[src/rtl/motor_pkg.sv]
// Shared types for the dual H-bridge driver: per-channel state encoding,
// decoded drive command and duty-select codes.
package motor_pkg;

    typedef enum logic [1:0] {
        ST_COAST = 2'b00,
        ST_FWD   = 2'b01,
        ST_BWD   = 2'b10,
        ST_DEAD  = 2'b11
    } ch_state_t;

    typedef enum logic [1:0] {
        CMD_COAST = 2'b00,
        CMD_FWD   = 2'b01,
        CMD_BWD   = 2'b10
    } cmd_t;

    localparam logic [1:0] DSEL_0 = 2'b00;
    localparam logic [1:0] DSEL_1 = 2'b01;
    localparam logic [1:0] DSEL_2 = 2'b10;
    localparam logic [1:0] DSEL_3 = 2'b11;

    // FWD and BWD together is not a legal drive request; it degrades to coast.
    function automatic cmd_t decode_cmd(input logic fwd, input logic bwd);
        case ({fwd, bwd})
            2'b10:   return CMD_FWD;
            2'b01:   return CMD_BWD;
            default: return CMD_COAST;
        endcase
    endfunction

endpackage

[src/rtl/motor_channel.sv]
// One H-bridge channel: direction FSM with reversal dead-time, per-period
// duty threshold latch and PWM enable compare against the shared counter.
module motor_channel
    import motor_pkg::*;
#(
    parameter int              TH_W     = 17,
    parameter int              DEADTIME = 50_000,
    parameter logic [TH_W-1:0] TH0      = '0,
    parameter logic [TH_W-1:0] TH1      = '0,
    parameter logic [TH_W-1:0] TH2      = '0,
    parameter logic [TH_W-1:0] TH3      = '0
) (
    input  logic            clk,
    input  logic            rst,
    input  logic            fwd,
    input  logic            bwd,
    input  logic [1:0]      duty_sel,
    input  logic [TH_W-1:0] cnt,
    input  logic            wrap,
    output logic            in_fwd,
    output logic            in_bwd,
    output logic            en,
    output logic            fault
);

    localparam int           DW        = (DEADTIME > 1) ? $clog2(DEADTIME) : 1;
    localparam logic [DW-1:0] DEAD_LOAD = DW'(DEADTIME - 1);

    cmd_t            cmd;
    logic            illegal;
    logic            illegal_q;
    ch_state_t       state_q;
    ch_state_t       state_d;
    logic [DW-1:0]   dcnt_q;
    logic [DW-1:0]   dcnt_d;
    logic [TH_W-1:0] thr_q;
    logic [TH_W-1:0] th_sel;

    assign cmd     = decode_cmd(fwd, bwd);
    assign illegal = fwd & bwd;

    always_comb begin
        state_d = state_q;
        dcnt_d  = dcnt_q;
        case (state_q)
            ST_COAST: begin
                if (cmd == CMD_FWD) begin
                    state_d = ST_FWD;
                end else if (cmd == CMD_BWD) begin
                    state_d = ST_BWD;
                end
            end
            ST_FWD: begin
                if (cmd == CMD_COAST) begin
                    state_d = ST_COAST;
                end else if (cmd == CMD_BWD) begin
                    state_d = ST_DEAD;
                    dcnt_d  = DEAD_LOAD;
                end
            end
            ST_BWD: begin
                if (cmd == CMD_COAST) begin
                    state_d = ST_COAST;
                end else if (cmd == CMD_FWD) begin
                    state_d = ST_DEAD;
                    dcnt_d  = DEAD_LOAD;
                end
            end
            ST_DEAD: begin
                // Coast may cut the dead-time short; any drive request waits it out.
                if (cmd == CMD_COAST) begin
                    state_d = ST_COAST;
                    dcnt_d  = '0;
                end else if (dcnt_q == '0) begin
                    state_d = (cmd == CMD_FWD) ? ST_FWD : ST_BWD;
                end else begin
                    dcnt_d = dcnt_q - DW'(1);
                end
            end
            default: begin
                state_d = ST_COAST;
                dcnt_d  = '0;
            end
        endcase
    end

    always_ff @(posedge clk) begin
        if (rst) begin
            state_q   <= ST_COAST;
            dcnt_q    <= '0;
            illegal_q <= 1'b0;
            fault     <= 1'b0;
        end else begin
            state_q   <= state_d;
            dcnt_q    <= dcnt_d;
            illegal_q <= illegal;
            fault     <= illegal & ~illegal_q;
        end
    end

    always_comb begin
        th_sel = TH0;
        case (duty_sel)
            DSEL_0:  th_sel = TH0;
            DSEL_1:  th_sel = TH1;
            DSEL_2:  th_sel = TH2;
            DSEL_3:  th_sel = TH3;
            default: th_sel = TH0;
        endcase
    end

    // Threshold only moves at the period boundary, so a duty change never
    // truncates or stretches the pulse already in progress.
    always_ff @(posedge clk) begin
        if (rst) begin
            thr_q <= '0;
        end else if (wrap) begin
            thr_q <= th_sel;
        end
    end

    assign in_fwd = (state_q == ST_FWD);
    assign in_bwd = (state_q == ST_BWD);
    assign en     = (in_fwd | in_bwd) & (cnt < thr_q);

endmodule

[src/rtl/dual_motor_driver.sv]
// Two-channel L298-style motor driver: shared PWM period counter, duty
// threshold constants and the combined illegal-command fault pulse.
module dual_motor_driver
    import motor_pkg::*;
#(
    parameter int PERIOD   = 100_000,
    parameter int DEADTIME = 50_000,
    parameter int DUTY0    = 50,
    parameter int DUTY1    = 65,
    parameter int DUTY2    = 80,
    parameter int DUTY3    = 100
) (
    input  logic       clk,
    input  logic       Reset,
    input  logic       FWD_A,
    input  logic       BWD_A,
    input  logic       FWD_B,
    input  logic       BWD_B,
    input  logic [1:0] Duty_SelA,
    input  logic [1:0] Duty_SelB,
    output logic       IN1,
    output logic       IN2,
    output logic       IN3,
    output logic       IN4,
    output logic       ENA,
    output logic       ENB,
    output logic       Fault
);

    localparam int CNT_W = (PERIOD > 1) ? $clog2(PERIOD) : 1;
    localparam int TH_W  = $clog2(PERIOD + 1);

    localparam logic [TH_W-1:0] TH0 = TH_W'(PERIOD * DUTY0 / 100);
    localparam logic [TH_W-1:0] TH1 = TH_W'(PERIOD * DUTY1 / 100);
    localparam logic [TH_W-1:0] TH2 = TH_W'(PERIOD * DUTY2 / 100);
    localparam logic [TH_W-1:0] TH3 = TH_W'(PERIOD * DUTY3 / 100);

    logic [CNT_W-1:0] cnt;
    logic [TH_W-1:0]  cnt_ext;
    logic             wrap;
    logic             fault_a;
    logic             fault_b;

    assign wrap    = (cnt == CNT_W'(PERIOD - 1));
    assign cnt_ext = TH_W'(cnt);

    always_ff @(posedge clk) begin
        if (Reset) begin
            cnt <= '0;
        end else if (wrap) begin
            cnt <= '0;
        end else begin
            cnt <= cnt + CNT_W'(1);
        end
    end

    motor_channel #(
        .TH_W     (TH_W),
        .DEADTIME (DEADTIME),
        .TH0      (TH0),
        .TH1      (TH1),
        .TH2      (TH2),
        .TH3      (TH3)
    ) u_chan_a (
        .clk      (clk),
        .rst      (Reset),
        .fwd      (FWD_A),
        .bwd      (BWD_A),
        .duty_sel (Duty_SelA),
        .cnt      (cnt_ext),
        .wrap     (wrap),
        .in_fwd   (IN1),
        .in_bwd   (IN2),
        .en       (ENA),
        .fault    (fault_a)
    );

    motor_channel #(
        .TH_W     (TH_W),
        .DEADTIME (DEADTIME),
        .TH0      (TH0),
        .TH1      (TH1),
        .TH2      (TH2),
        .TH3      (TH3)
    ) u_chan_b (
        .clk      (clk),
        .rst      (Reset),
        .fwd      (FWD_B),
        .bwd      (BWD_B),
        .duty_sel (Duty_SelB),
        .cnt      (cnt_ext),
        .wrap     (wrap),
        .in_fwd   (IN3),
        .in_bwd   (IN4),
        .en       (ENB),
        .fault    (fault_b)
    );

    assign Fault = fault_a | fault_b;

endmodule

[config.mk]
export PLATFORM = sky130hd
export DESIGN_NAME = dual_motor_driver
export DESIGN_NICKNAME = d
export VERILOG_FILES = /design/src/rtl/motor_pkg.sv /design/src/rtl/motor_channel.sv /design/src/rtl/dual_motor_driver.sv
export SDC_FILE = /design/constraint.sdc
export NUM_CORES = 1
export LEC_CHECK = 0
export ABC_AREA = 0
export BUFFER_PORTS_ARGS = -buffer_cell sky130_fd_sc_hd__clkbuf_2
export CORE_MARGIN = 2
export CORE_UTILIZATION = 30
export CTS_CLUSTER_SIZE = 20
export DETAILED_ROUTE_END_ITERATION = 10
export PLACE_DENSITY = 0.52
export SYNTH_ARGS = -nofsm -noshare
export SYNTH_HDL_FRONTEND = slang
export SYNTH_SLANG_ARGS = --single-unit
[constraint.sdc]
create_clock -name clk -period 3.95 [get_ports clk]
set_input_delay 0.9875 -clock clk [delete_from_list [all_inputs] [get_ports clk]]
set_output_delay 0.9875 -clock clk [all_outputs]
set_load 0.01 [all_outputs]
---- Word-level counts from Yosys, hierarchy flattened ----
Cells that the tools add are included.
storage, ports and cells
  register bits after elaboration ......... 91
  latch bits .............................. 0
  memory bits (writable) .................. 0
  bits in read-only memories .............. 0
  bits of input ports ..................... 10
  output and inout port bits .............. 7
  memories ................................ 0
cells by class
  add/sub/neg operators ................... 3
  $mul .................................... 0
  div/mod/pow operators ................... 0
  $lt $le $gt $ge ......................... 2
  equal/unequal tests ..................... 39
  shift operators ......................... 0
  mux-type cells .......................... 38
  bitwise gates (word level) .............. 11
  reduce and logical (&&, ||, !) cells .... 15
operators with widths
  kind                                                    count
  two-way mux 16 bit                                      12
  case mux 17 bit (4 select lines)                        2
  case mux 16 bit (3 select lines)                        2
  two-way mux 2 bit                                       18
  less-than comparator 17 bit                             2
  zero test 16 bit                                        2
  subtractor 16 x 1 -> 16 bit (second input constant)     2
  equality test 2 bit (second input constant)             12
  adder 17 x 1 -> 17 bit (second input constant)          1
  equality test 17 bit (second input constant)            1
  equality test 2 x 1 -> 1 bit (second input constant)    8
  inequality test 2 bit (second input constant)           8
  case mux 2 bit (4 select lines)                         2
  zero test 2 bit                                         6
  inequality test 3 x 1 -> 1 bit (second input constant)  4
  inequality test 3 bit (second input constant)           4
  AND reduction 6 bit                                     2
  case mux 2 bit (2 select lines)                         2
  AND reduction 4 bit                                     2
  bitwise AND 1 bit                                       6
  inequality test 3 x 2 -> 1 bit (second input constant)  2
  nonzero test 3 bit                                      2
  OR 1 bit                                                3
  inverter 1 bit                                          2
  OR reduction 2 bit                                      1

---- Depth between registers and ports, before layout ----
Gate-level depths: netlist (run 1).
  depth after elaboration ................. 7
  mapped depth ............................ 9
  gate-level depth less buffers ........... 7

---- Modules after synthesis ----
Synthesis (run 1) repeated with hierarchy kept, for this count alone.
second synthesis, totals
  cell total of the unflattened synthesis .. 561
  area total of the unflattened synthesis .. 4,774.6 sq um
modules (own cells, without submodules)
  module             times used  cells an instance  area each (sq um)
  motor_channel      2           236                1,981.9
  dual_motor_driver  1           89                 810.8

---- Worst setup path after synthesis (run 1) ----
No wires, ideal clock.
  path kind ............................... input -> register
  start point ............................. in FWD_B
  end point ............................... reg u_chan_b.dcnt_q[13]
  library setup time ...................... 0.070 ns
  arrival ................................. 2.714 ns
  data required time ...................... 3.880 ns
  setup slack ............................. 1.166 ns
  stages .................................. 7
  buffers on the path ..................... 0
  cell sequence ........................... inv_1 ha_1 o21a_1 a2111oi_4 o21ai_2 or4_1 a21oi_1
on the way
  longest elaborated chain between the ends .. 5
  elaborated cells between the ends (all ways) .. 14
RTL lines
  element                                                                                   line                     source
  from (decl)                                                                               dual_motor_driver.sv:17  input logic FWD_B,
  equality test 2 x 1 -> 1 bit or equality test 2 bit (tied branches)                       motor_pkg.sv:25          case ({fwd, bwd})
  case mux 2 bit (2 select lines) *                                                         motor_pkg.sv:25
  equality test 2 bit (tied with other cells)                                               motor_channel.sv:56      end else if (cmd == CMD_BWD) begin
  inequality test 2 bit (no source line) (tied with other cells)                            --
  AND reduction 6 bit (no source line) or case mux 16 bit (3 select lines) (tied branches)  --
  to (signal assigned)                                                                      motor_channel.sv:95      dcnt_q <= dcnt_d;
  to (decl)                                                                                 motor_channel.sv:34      logic [DW-1:0] dcnt_q;
Every way passes the cells marked *; elsewhere a longest branch is shown, timed or not.
A chain may end at the register's enable or synchronous reset.

---- Worst setup path after layout (run 1) ----
  start point ............................. reg cnt[5]
  end point ............................... out ENB
on the way
  longest elaborated chain between the ends .. 2
RTL lines
  element                      line                     source
  from (decl)                  dual_motor_driver.sv:38  logic [CNT_W-1:0] cnt;
  from (signal assigned)       dual_motor_driver.sv:53  cnt <= cnt + CNT_W'(1);
  less-than comparator 17 bit  motor_channel.sv:124     assign en = (in_fwd | in_bwd) & (cnt < thr_q);
  bitwise AND 1 bit            motor_channel.sv:124
  to (decl)                    dual_motor_driver.sv:26  output logic ENB,
No other way between the ends.

==> impl_results.md, run 1 <==
- Via Count: 4087
- Pre-CTS setup slack: 0.917 ns
- Die Ht: 129 µm
- Arrival time of the worst setup path: 2.19 ns
- Top FF cell, synth: dfxtp_1
- Tightest Pin Transition: 0.810 ns
- Hold path start: u_chan_b.illegal_q
- Pint: 1.82 mW
- PD cells: 583 nW/µm²
- Routed WL: 10700 µm
- Worst r2r dst: cnt[11]
- Placed wire-length estimate: 7960 µm
- CTS root buffer: clkbuf_16
- Die Wd: roughly 130 µm
- Avg Vias per Cell: about 5.2
- IO Count: 17
- Post-CTS setup buffer count: 0
- Worst reg-to-reg setup slack: 1.20 ns
- Flop pwr share: 0.333
- Max Freq: ~0.31 GHz
- DRT iter0 DRCs: 300
- CTS Hold Bufs: 0
- Area leader, netlist: dfxtp_1
- Wire per inst: 13.7 µm
- Switching Share: 0.404
- Unique masters post-synth: 47
- Warnings, synthesis: 0
- Hold depth: 1
- Setup repair after global routing missed its margin: false
- Status: complete, no violations
- CP most frequent cell: o21ai_0
- Row count: 45
- FF-to-FF Start: cnt[0]
- CP max-delay cell: dfxtp_1
- VDD IR-drop max: 0.000251 V
- Proportion of netlist area held by the largest area contributor: 0.321
- Comb power frac: 0.422
- Top cells by count, synth: dfxtp_1 (75), ha_1 (59), nand2_1 (59), nor2_1 (56), a21oi_1 (51)
- Fill count: 1593
- Gate Count Post-Synth: 580
- Slew Limit Fails: 0
- Setup TNS: 0 ns
- Slew HR: 0.460
- Cell area after synthesis: 4680 µm²
- CTS sink cnt: 75
- Syn_area_per_cell: slightly above 8 µm²
- N_diodes: 0
- Clk pwr share: 0.245
- CP Capture Type: primary output
- Number of nets in the layout: 663
- Syn-to-layout area delta: 11.9%
- Post-synthesis async set-or-reset flop share: 0
- Clock transition at path regs: roughly 0.050 ns
- CTS resizes: 0
- Cell chain of the critical path: ha_1, a21oi_1, o21ai_0, a221oi_1, o21ai_0, a31oi_1, clkbuf_2
- Clock buffer depth: 2
- Initial antenna violation count: 0
- Setup violators final: 0
- Core area: 15200 µm²
- Startpoint types: flop
- Die area: 16600 µm²
- Post-DRT Antenna Nets: 0
- CTS buffer count: 9
- Most common cell in the netlist: dfxtp_1
- First-pass GRT wire length: 19400 µm
- Seq/Total Area, Yosys: 0.321
- Min-delay worst type: reg -> reg
- Crit Path Class: reg -> out
- TritonCTS clock tree: built
- Final period utilization: 0.805
- Clk Latency, worst-skew pair: 0.34 ns
- EDFF count, synth: 0
- Crit path largest cell delay: around 0.47 ns
- Register bit total from synthesis: 75
- Hold Fails Final Rpt: 0
- Port Buffers: 16
- Fin crit period: 3.18 ns
- Setup Skew: 0.00686 ns
- GPL Wtd Cong: 0.871
- Largest net degree at the start of global routing: 39
- Post-synth net total: 649
- Leakage power total: 2.05 nW
- Layout cells sized above 1: 0.0773
- Pre-antenna DRT Iters: 4
- WP data required: ~3.0 ns
- Hold path endpoint: u_chan_b.fault
- All-Layer GR Usage: 0.145
- GR Overflow Total: 0
- Initial Utilization: 0.308
- Synth area leaders: dfxtp_1 (32%), ha_1 (16%), a21oi_1 (5.5%)
- DRC viols: 0
- Psw: 1.23 mW
- Register-to-Register Path Depth: 6
- Maxcap violations: 0
- CTS HTree Levels: 3
- Final setup margin: 0.769 ns
- CP Max Fanout: 7
- Vias in the first global route: 4000
layer usage:
layer	track usage	wire length [µm]
met3	0.0416	416
met4	0.0467	157
met1	0.186	5140
met2	0.235	5040
met5	0	0
worst max-delay path, delay by kind of cell (launching register included):
kind | cells | cell delay, ns
flip-flops | 1 | 0.47
buffers and inverters | 1 | 0.19
AO/OA/AOI/OAI | 5 | 0.89
adder cells (fa/ha/maj) | 1 | 0.30
cell type report:
type,instances,area [µm²],area share
multi-input combinational,447,2960,0.565
sequential,75,1500,0.287
clock buffer,12,256,0.0490
tap,188,235,0.0449
timing repair buffer,25,148,0.0282
inverter,36,135,0.0258
layout by cell type, fill, tap and decap left out, types with 12 or more instances in the layout:
cell	count
nand2_1	59
inv_1	36
ha_1	59
nor3_1	15
a21oi_1	51
a211oi_1	12
xor2_1	13
dfxtp_1	75
o21ai_0	41
nor2_1	56
clkbuf_2	16
state kept, by name (all words and copies together) (netlist names):
| name | cells |
|---|---|
| u_chan_a.thr_q | 9 |
| u_chan_a.dcnt_q | 16 |
| u_chan_a.illegal_q | 1 |
| u_chan_a.state_q | 2 |
| u_chan_b.thr_q | 9 |
| u_chan_b.illegal_q | 1 |
| u_chan_b.state_q | 2 |
| u_chan_b.fault | 1 |
| u_chan_b.dcnt_q | 16 |
| cnt | 17 |
| u_chan_a.fault | 1 |
power groups by stage:
stage / clock, mW / combinational, mW / sequential (mW)
after CTS: 0.780 / 1.28 / 1.01
after floorplan: 0 / 0.997 / 0.996
after global placement: 0 / 1.27 / 1.03
after global routing: 0.803 / 1.48 / 1.04
final: 0.747 / 1.29 / 1.02
after detailed placement: 0 / 1.28 / 1.03
kinds of logic after synthesis:
kind of cell             synth area share
adder cells (fa/ha/maj)             0.158
buffers and inverters              0.0481
XOR/XNOR                           0.0356
AND/OR/NAND/NOR                     0.239
AO/OA/AOI/OAI                       0.199
flip-flops                          0.321
metrics by stage:
stage	hold slack, ns	utilization	instance area, µm²	instances	power (mW)
2_1_floorplan	0.367	-	4680	580	1.99
3_3_place_gp	0.378	0.327	4980	771	2.30
3_5_place_dp	0.372	0.327	4980	771	2.30
4_1_cts	0.380	0.344	5230	783	3.08
5_1_grt	0.391	0.344	5230	783	3.32
6_report	0.378	0.344	5230	783	3.05
how the worst max path moves through the flow:
| stage | startpoint | endpoint | slack [ns] | cells after the start |
|---|---|---|---|---|
| 2_1_floorplan | FWD_B | u_chan_b.dcnt_q[13] | 1.17 | 7 |
| 3_3_place_gp | FWD_A | u_chan_a.dcnt_q[15] | 1.02 | 8 |
| 3_5_place_dp | FWD_A | u_chan_a.dcnt_q[15] | 0.92 | 8 |
| 4_1_cts | cnt[5] | ENB | 0.77 | 7 |
| 5_1_grt | cnt[5] | ENB | 0.52 | 7 |
| 6_report | cnt[5] | ENB | 0.77 | 7 |
Note: power is estimated with default switching activity, not from simulation.
==> run 2, diff against run 1 <==
--- a/config.mk
+++ b/config.mk
@@ -5,13 +5,13 @@
 export SDC_FILE = /design/constraint.sdc
 export NUM_CORES = 1
 export LEC_CHECK = 0
-export ABC_AREA = 0
+export ABC_AREA = 1
 export BUFFER_PORTS_ARGS = -buffer_cell sky130_fd_sc_hd__clkbuf_2
 export CORE_MARGIN = 2
 export CORE_UTILIZATION = 30
 export CTS_CLUSTER_SIZE = 20
 export DETAILED_ROUTE_END_ITERATION = 10
-export PLACE_DENSITY = 0.52
+export PLACE_DENSITY = 0.53
 export SYNTH_ARGS = -nofsm -noshare
 export SYNTH_HDL_FRONTEND = slang
 export SYNTH_SLANG_ARGS = --single-unit
==> constraint.sdc (replaced) <==
create_clock -name clk -period 2.6 [get_ports clk]
set_input_delay 0.65 -clock clk [delete_from_list [all_inputs] [get_ports clk]]
set_output_delay 0.65 -clock clk [all_outputs]
set_load 0.01 [all_outputs]
==> run 2 against run 1 <==
Synthesized cell count grew 32%. Worst hold slack better by 0.0070 ns. First-iteration DRC count is 25% lower. Critical endpoint unchanged. Largest cell class unchanged.
==> impl_results.md, run 2 <==
- Clk Latency, worst-skew pair: 0.35 ns (about the same)
- Post-CTS setup buffer count: 0 (unchanged)
- Vias in the first global route: 4066 (+1.7%)
- Top FF cell, synth: dfxtp_1
- Placed wire-length estimate: 8760 µm (+10%)
- PD cells: 926 nW/µm² (+59%)
- Crit Path Class: reg -> out
- Post-synthesis async set-or-reset flop share: 0 (unchanged)
- Area leader, netlist: dfxtp_1
- Adder-cell share of the synthesized area: 0.145 (-0.0124)
- FF-to-FF Start: cnt[0]
- Startpoint types: flop
- Slew Limit Fails: 0 (unchanged)
- Port Buffers: 16 (unchanged)
- Worst reg-to-reg setup slack: 0.69 ns (-0.51 ns)
- Hold Fails Final Rpt: 0 (unchanged)
- CP Capture Type: primary output
- Core area: 16600 µm² (+9.1%)
- Syn_area_per_cell: 6.63 µm² (-18%)
- Gate Count Post-Synth: 766 (+32%)
- CTS Hold Bufs: 0 (unchanged)
- Layout cells sized above 1: 0.0884 (+0.0111)
- Cell area after synthesis: 5080 µm² (+8.6%)
- Synth area leaders: dfxtp_1 (30%), ha_1 (15%), nand2_1 (12%)
- Main combinational cell family by area after synthesis: simple AND/OR/NAND/NOR gates
- Hold path endpoint: u_chan_a.fault
- Number of cells on the critical path: 7 (unchanged)
- Initial antenna violation count: 0 (unchanged)
- CP max-delay cell: dfxtp_1
- Seq/Total Area, Yosys: 0.296 (-0.0253)
- Biggest regs: cnt (17), u_chan_a.dcnt_q (16), u_chan_b.dcnt_q (16)
- Top cells by count, synth: nand2_1 (169), nor2_1 (121), inv_1 (114), dfxtp_1 (75)
- Row count: 47 (+4.4%)
- CTS sink cnt: 75 (unchanged)
- Status: complete, no violations
- Number of nets in the layout: 856 (+29%)
- Final period utilization: 0.938
- Unique masters post-synth: 39 (-17%)
- Commonest non-fill, non-tap cells in the layout: nand2_1 (169), nor2_1 (121), inv_1 (114)
- Die Wd: 134 µm (+4.1%)
- Cell chain of the critical path: inv_1, ha_1, a21oi_1, o21a_1, nand2_1, a211oi_2, buf_2
- Routed WL: 11500 µm (+7.4%)
- Worst Hold Slack: 0.385 ns (+0.00699 ns)
- GR Overflow Total: 0 (unchanged)
- Final setup margin: 0.161 ns (-0.607 ns)
- Compound-Gate Fraction of Synth Area: 0.113 (-0.0859)
- Clock buffer depth: 2 (unchanged)
- Leakage power total: 2.70 nW (+32%)
- CTS resizes: 0 (unchanged)
- Maxcap violations: 0 (unchanged)
- N_diodes: 0 (unchanged)
- Post-DRT Antenna Nets: 0 (unchanged)
- CTS root buffer: clkbuf_16
- Min-delay worst type: reg -> reg
- Top reg by flops: cnt
- CP Max Fanout: 3 (-4)
- Most common cell in the netlist: nand2_1
- Largest net degree at the start of global routing: 18 (-54%)
- Largest delay share family, worst path: compound AO/OA/AOI/OAI gates
- Register-to-Register Path Depth: 11 (+5)
- Die Ht: 134 µm (+4.1%)
- Die area: 18000 µm² (+8.3%)
- Synth Area in XOR/XNOR: 0.00862 (-0.0269)
- Commonest non-fill, non-tap cell in the layout: nand2_1
- Setup violators final: 0 (unchanged)
- Area post-placement: 5410 µm² (+8.6%)
- Avg Vias per Cell: 4.50 (-14%)
- Hold path start: u_chan_a.illegal_q
- Proportion of netlist area held by the largest area contributor: 0.296 (-0.0253)
- IO Count: 17 (unchanged)
- Max Freq: 0.410 GHz
- All-Layer GR Usage: 0.133 (-0.0117)
- Mux cell area share after synthesis: 0 (unchanged)
- TritonCTS clock tree: built
- Clock transition at path regs: 0.06 ns (about the same)
- Register bit total from synthesis: 75 (unchanged)
- Post-Synth Simple-Gate Area: 0.330 (+0.0918)
- Syn-to-layout area delta: 13.2%
- Max reg flops: 17 (unchanged)
- Fin crit period: 2.44 ns
- Crit path largest cell delay: 0.33 ns (-0.14 ns)
- Via Count: 4555 (+11%)
- Pre-antenna DRT Iters: 6 (+2)
- Post-synth net total: 835 (+29%)
- Tightest Pin Transition: 0.427 ns (-0.383 ns)
- EDFF count, synth: 0 (unchanged)
- CTS buffer count: 9 (unchanged)
- Wire per inst: 11.4 µm (-17%)
- Setup TNS: 0 ns (unchanged)
- Cell area after layout: 5750 µm² (+9.8%)
- Initial Utilization: 0.306 (-0.00149)
- Arrival time of the worst setup path: 1.79 ns (-0.40 ns)
- Slew HR: 0.714 (+0.254)
- DRT iter0 DRCs: 225 (-25%)
- CTS HTree Levels: 3 (unchanged)
- VDD IR-drop max: 0.000403 V (+60%)
- Worst r2r dst: u_chan_a.thr_q[7]
- First-pass GRT wire length: 19200 µm (-0.71%)
- WP data required: 1.95 ns (-1.01 ns)
- Warnings, synthesis: 0 (unchanged)
- Hold depth: 1 (unchanged)
- DRC viols: 0 (unchanged)
- GPL Wtd Cong: 0.829 (-4.9%)
- Pre-CTS setup slack: 0.214 ns (-0.704 ns)
- Setup Skew: 0.00755 ns (+0.000694 ns)
- Buf+Inv Stages, Crit Path: 2 (+1)
-- run 2: cells by family (layout without fill, tap and decap cells) --
group | count (synthesis) | after routing
buffers and inverters | 134 | 160
adder cells (fa/ha/maj) | 59 | 59
AND/OR/NAND/NOR | 389 | 389
flip-flops | 75 | 75
XOR/XNOR | 5 | 5
AO/OA/AOI/OAI | 104 | 104
-- run 2: stage by stage --
stage               std cells  utilization  total power, mW
floorplan                 766            -             3.49
global route             1012        0.347             5.80
CTS                      1012        0.346             5.38
detailed placement        996        0.326             3.95
global placement          996        0.326             3.98
finish                   1012        0.347             5.32
-- run 2: layout make-up --
type / count / area [µm²]
Clock inverter: 5 / 75.1
Clock buffer: 11 / 253
Inverter: 119 / 447
Tap cell: 220 / 275
Timing Repair Buffer: 25 / 148
Fill cell: 1818 / 10800
Sequential cell: 75 / 1510
Multi-Input combinational cell: 557 / 3040
-- run 2: routing by layer --
metal,vias up,GRT usage,share of wire
li1,2479,-,-
met1,2006,0.182,0.53
met2,58,0.205,0.42
met3,12,0.0370,0.038
met4,0,0.0386,0.011
met5,-,0,0
-- run 2: how the worst max path moves through the flow --
stage / to / slack [ns] / startpoint
after detailed placement: u_chan_a.dcnt_q[2] / 0.21 / FWD_A
after CTS: ENB / 0.0008 / cnt[12]
after global placement: u_chan_a.dcnt_q[15] / 0.25 / FWD_A
after global routing: ENB / -0.005 / u_chan_b.thr_q[14]
final: ENB / 0.16 / u_chan_b.thr_q[14]
after floorplan: u_chan_b.dcnt_q[12] / 0.59 / FWD_B
-- run 2: power breakdown --
| group | internal (mW) | switching [mW] | total, mW |
|---|---|---|---|
| sequential | 1.36 | 0.173 | 1.53 |
| clock | 0.887 | 0.497 | 1.38 |
| combinational | 0.807 | 1.60 | 2.41 |
==> run 3, diff against run 2 <==
--- a/config.mk
+++ b/config.mk
@@ -7,11 +7,13 @@
 export LEC_CHECK = 0
 export ABC_AREA = 1
 export BUFFER_PORTS_ARGS = -buffer_cell sky130_fd_sc_hd__clkbuf_2
+export CELL_PAD_IN_SITES_DETAIL_PLACEMENT = 2
+export CELL_PAD_IN_SITES_GLOBAL_PLACEMENT = 2
 export CORE_MARGIN = 2
 export CORE_UTILIZATION = 30
 export CTS_CLUSTER_SIZE = 20
 export DETAILED_ROUTE_END_ITERATION = 10
-export PLACE_DENSITY = 0.53
+export PLACE_DENSITY = 0.8
 export SYNTH_ARGS = -nofsm -noshare
 export SYNTH_HDL_FRONTEND = slang
 export SYNTH_SLANG_ARGS = --single-unit
==> run 3 against run 2 <==
Global-route usage increased by 5.8 points. Total power increased by 4.3%. Worst hold slack improved by 0.013 ns. Non-clock buffer count unchanged. Utilization decreased by 0.068 points. Clock skew increased by 0.0010 ns. Critical path depth unchanged. Sequential share of layout area increased by 0.051 points. Final cell count unchanged. Setup slack got worse by 0.073 ns. Clock power about the same. Sequential power about the same. Critical path type unchanged. Largest power group unchanged.
==> impl_results.md, run 3 (synthesis results as in run 2) <==
- Footprint of the multi-input gates: 3050 µm² (about the same)
- GPL Wtd Cong: 0.842 (+1.6%)
- Syn-to-layout area delta: 13.0%
- Flop pwr share: 0.279 (-0.009)
- Tightest Pin Transition: 0.496 ns (+0.0692 ns)
- Slew Limit Fails: 0 (unchanged)
- Avg Vias per Cell: 4.93 (+9.6%)
- WP data required: 1.95 ns (about the same)
- Commonest non-fill, non-tap cell in the layout: nand2_1
- CP Max Fanout: 3 (unchanged)
- Largest net degree at the start of global routing: 38 (+20)
- Wire per inst: 16.1 µm (+41%)
- Maxcap violations: 0 (unchanged)
- Initial Utilization: 0.306 (unchanged)
- Layout cells sized above 1: 0.0884 (unchanged)
- Commonest non-fill, non-tap cells in the layout: nand2_1 (169), nor2_1 (121), inv_1 (114)
- Max Freq: 0.398 GHz (-2.9%)
- Arrival time of the worst setup path: 1.86 ns (+0.07 ns)
- IO Count: 17 (unchanged)
- Clk pwr share: 0.242 (-0.018)
- TritonCTS clock tree: built
- PD cells: 968 nW/µm² (+4.5%)
- N_diodes: 0 (unchanged)
- Comb power frac: 0.478 (+0.026)
- Vias in the first global route: 5615 (+38%)
- Setup repair after global routing missed its margin: false
- Post-DRT Antenna Nets: 0 (unchanged)
- CP max-delay cell: dfxtp_1
- Core area: 16600 µm² (unchanged)
- Row count: 47 (unchanged)
- Max reg flops: 17 (unchanged)
- Pint: 3.00 mW (-1.9%)
- Placed wire-length estimate: 12800 µm (+46%)
- Initial antenna violation count: 0 (unchanged)
- CTS HTree Levels: 3 (unchanged)
- Startpoint types: flop
- Routed WL: 16300 µm (+41%)
- VDD IR-drop max: 0.000464 V (+15%)
- Number of nets in the layout: 856 (unchanged)
- Clock transition at path regs: 0.06 ns (about the same)
- Non-Filler Instances: 1012 (unchanged)
- All-Layer GR Usage: 0.191 (+0.0582)
- Final period utilization: 0.966 (+0.0282)
- Port Buffers: 16 (unchanged)
- CTS root buffer: clkbuf_16
- Setup TNS: 0 ns (unchanged)
- DRT iter0 DRCs: 149 (-34%)
- DRC viols: 0 (unchanged)
- Dpl cells: 996 (unchanged)
- Cell chain of the critical path: inv_1, ha_1, a21oi_2, o21a_1, nand2_1, a211oi_2, clkbuf_2
- Leakage power total: 2.69 nW (-0.29%)
- First-pass GRT wire length: 27600 µm (+43%)
- Min-delay worst type: reg -> reg
- CTS sink cnt: 75 (unchanged)
- CP Capture Type: primary output
- Die Wd: 134 µm (unchanged)
- Cell area after layout: 5740 µm² (-0.20%)
- Fin crit period: 2.51 ns (+0.0734 ns)
- Psw: 2.56 mW (+13%)
- GR Overflow Total: 0 (unchanged)
- Setup Skew: 0.00858 ns (+0.00103 ns)
- Slew HR: 0.668 (-0.0463)
- Die area: 18000 µm² (unchanged)
- Setup violators final: 0 (unchanged)
- Hold Fails Final Rpt: 0 (unchanged)
- Die Ht: 134 µm (unchanged)
- Biggest regs: cnt (17), u_chan_a.dcnt_q (16), u_chan_b.dcnt_q (16)
- Area post-placement: 5410 µm² (unchanged)
- Status: complete, no violations
- Switching Share: 0.460 (+0.0338)
- Clk Latency, worst-skew pair: 0.35 ns (about the same)
- Pre-antenna DRT Iters: 4 (-2)
- Top reg by flops: cnt
- Clock buffer depth: 2 (unchanged)
- Crit path largest cell delay: 0.34 ns (about the same)
- Via Count: 4991 (+9.6%)
- CTS buffer count: 9 (unchanged)
- Fill count: 2015 (+11%)
- Crit Path Class: reg -> out
- Register area: 1510 µm² (unchanged)
run 3: changes by cell type in the layout (fill, tap and decap cells not counted), sizes merged:
| cell | before | now |
|---|---|---|
| clkbuf | 26 | 28 |
| clkinv | 3 | 1 |
| bufinv | 2 | 1 |
| inv | 119 | 120 |
run 3: final timing paths:
kind	startpoint	end	slack (ns)	cells after the start
worst max-delay path	u_chan_a.thr_q[14]	ENA	0.09	7
worst max register to register	cnt[0]	cnt[8]	0.66	10
worst min register to register	u_chan_b.illegal_q	u_chan_b.fault	0.40	1
worst min-delay path	u_chan_b.illegal_q	u_chan_b.fault	0.40	1
run 3: per-layer routing:
| layer | up-vias | global-route usage | wire, µm |
|---|---|---|---|
| met4 | 0 | 0.0690 | 334 |
| li1 | 2478 | - | - |
| met1 | 2453 | 0.223 | 7340 |
| met2 | 40 | 0.360 | 8400 |
| met3 | 20 | 0.0208 | 215 |
| met5 | - | 0 | 0 |
run 3: through the flow:
step | utilization | hold slack (ns) | setup slack, ns | total power, mW
final | 0.346 | 0.398 | 0.0880 | 5.55
after global routing | 0.346 | 0.412 | 0.00662 | 6.04
after CTS | 0.345 | 0.401 | 0.0230 | 5.62
after detailed placement | 0.326 | 0.384 | 0.122 | 4.23
after global placement | 0.326 | 0.376 | 0.257 | 4.00
after floorplan | - | 0.373 | 0.587 | 3.49
run 3: power by group through the flow:
stage	logic, mW	registers, mW	clock network, mW
2_1_floorplan	1.98	1.51	0
3_3_place_gp	2.45	1.55	0
3_5_place_dp	2.65	1.58	0
4_1_cts	2.69	1.56	1.37
5_1_grt	3.04	1.58	1.42
6_report	2.66	1.55	1.35
run 3: critical path: cells and delay by family, from the launching register on:
family | cells | cell delay [ns]
compound gates | 3 | 0.48
flops | 1 | 0.34
fa+ha+maj | 1 | 0.34
buf+inv | 2 | 0.26
simple gates | 1 | 0.09
run 3: area by class of cell:
class                      instances  area share
clock buffer                      13      0.0471
inverter                         119      0.0779
clock inverter                     3     0.00763
sequential                        75       0.263
multi-input combinational        557       0.531
timing repair buffer              25      0.0257
tap                              220      0.0480
run 3: timing repair:
action,CTS,global route
endpoints found under the hold margin,0,0
buffers inserted,0,0
hold buffers,0,0
resized for setup,2,6
setup endpoints to repair,2,2
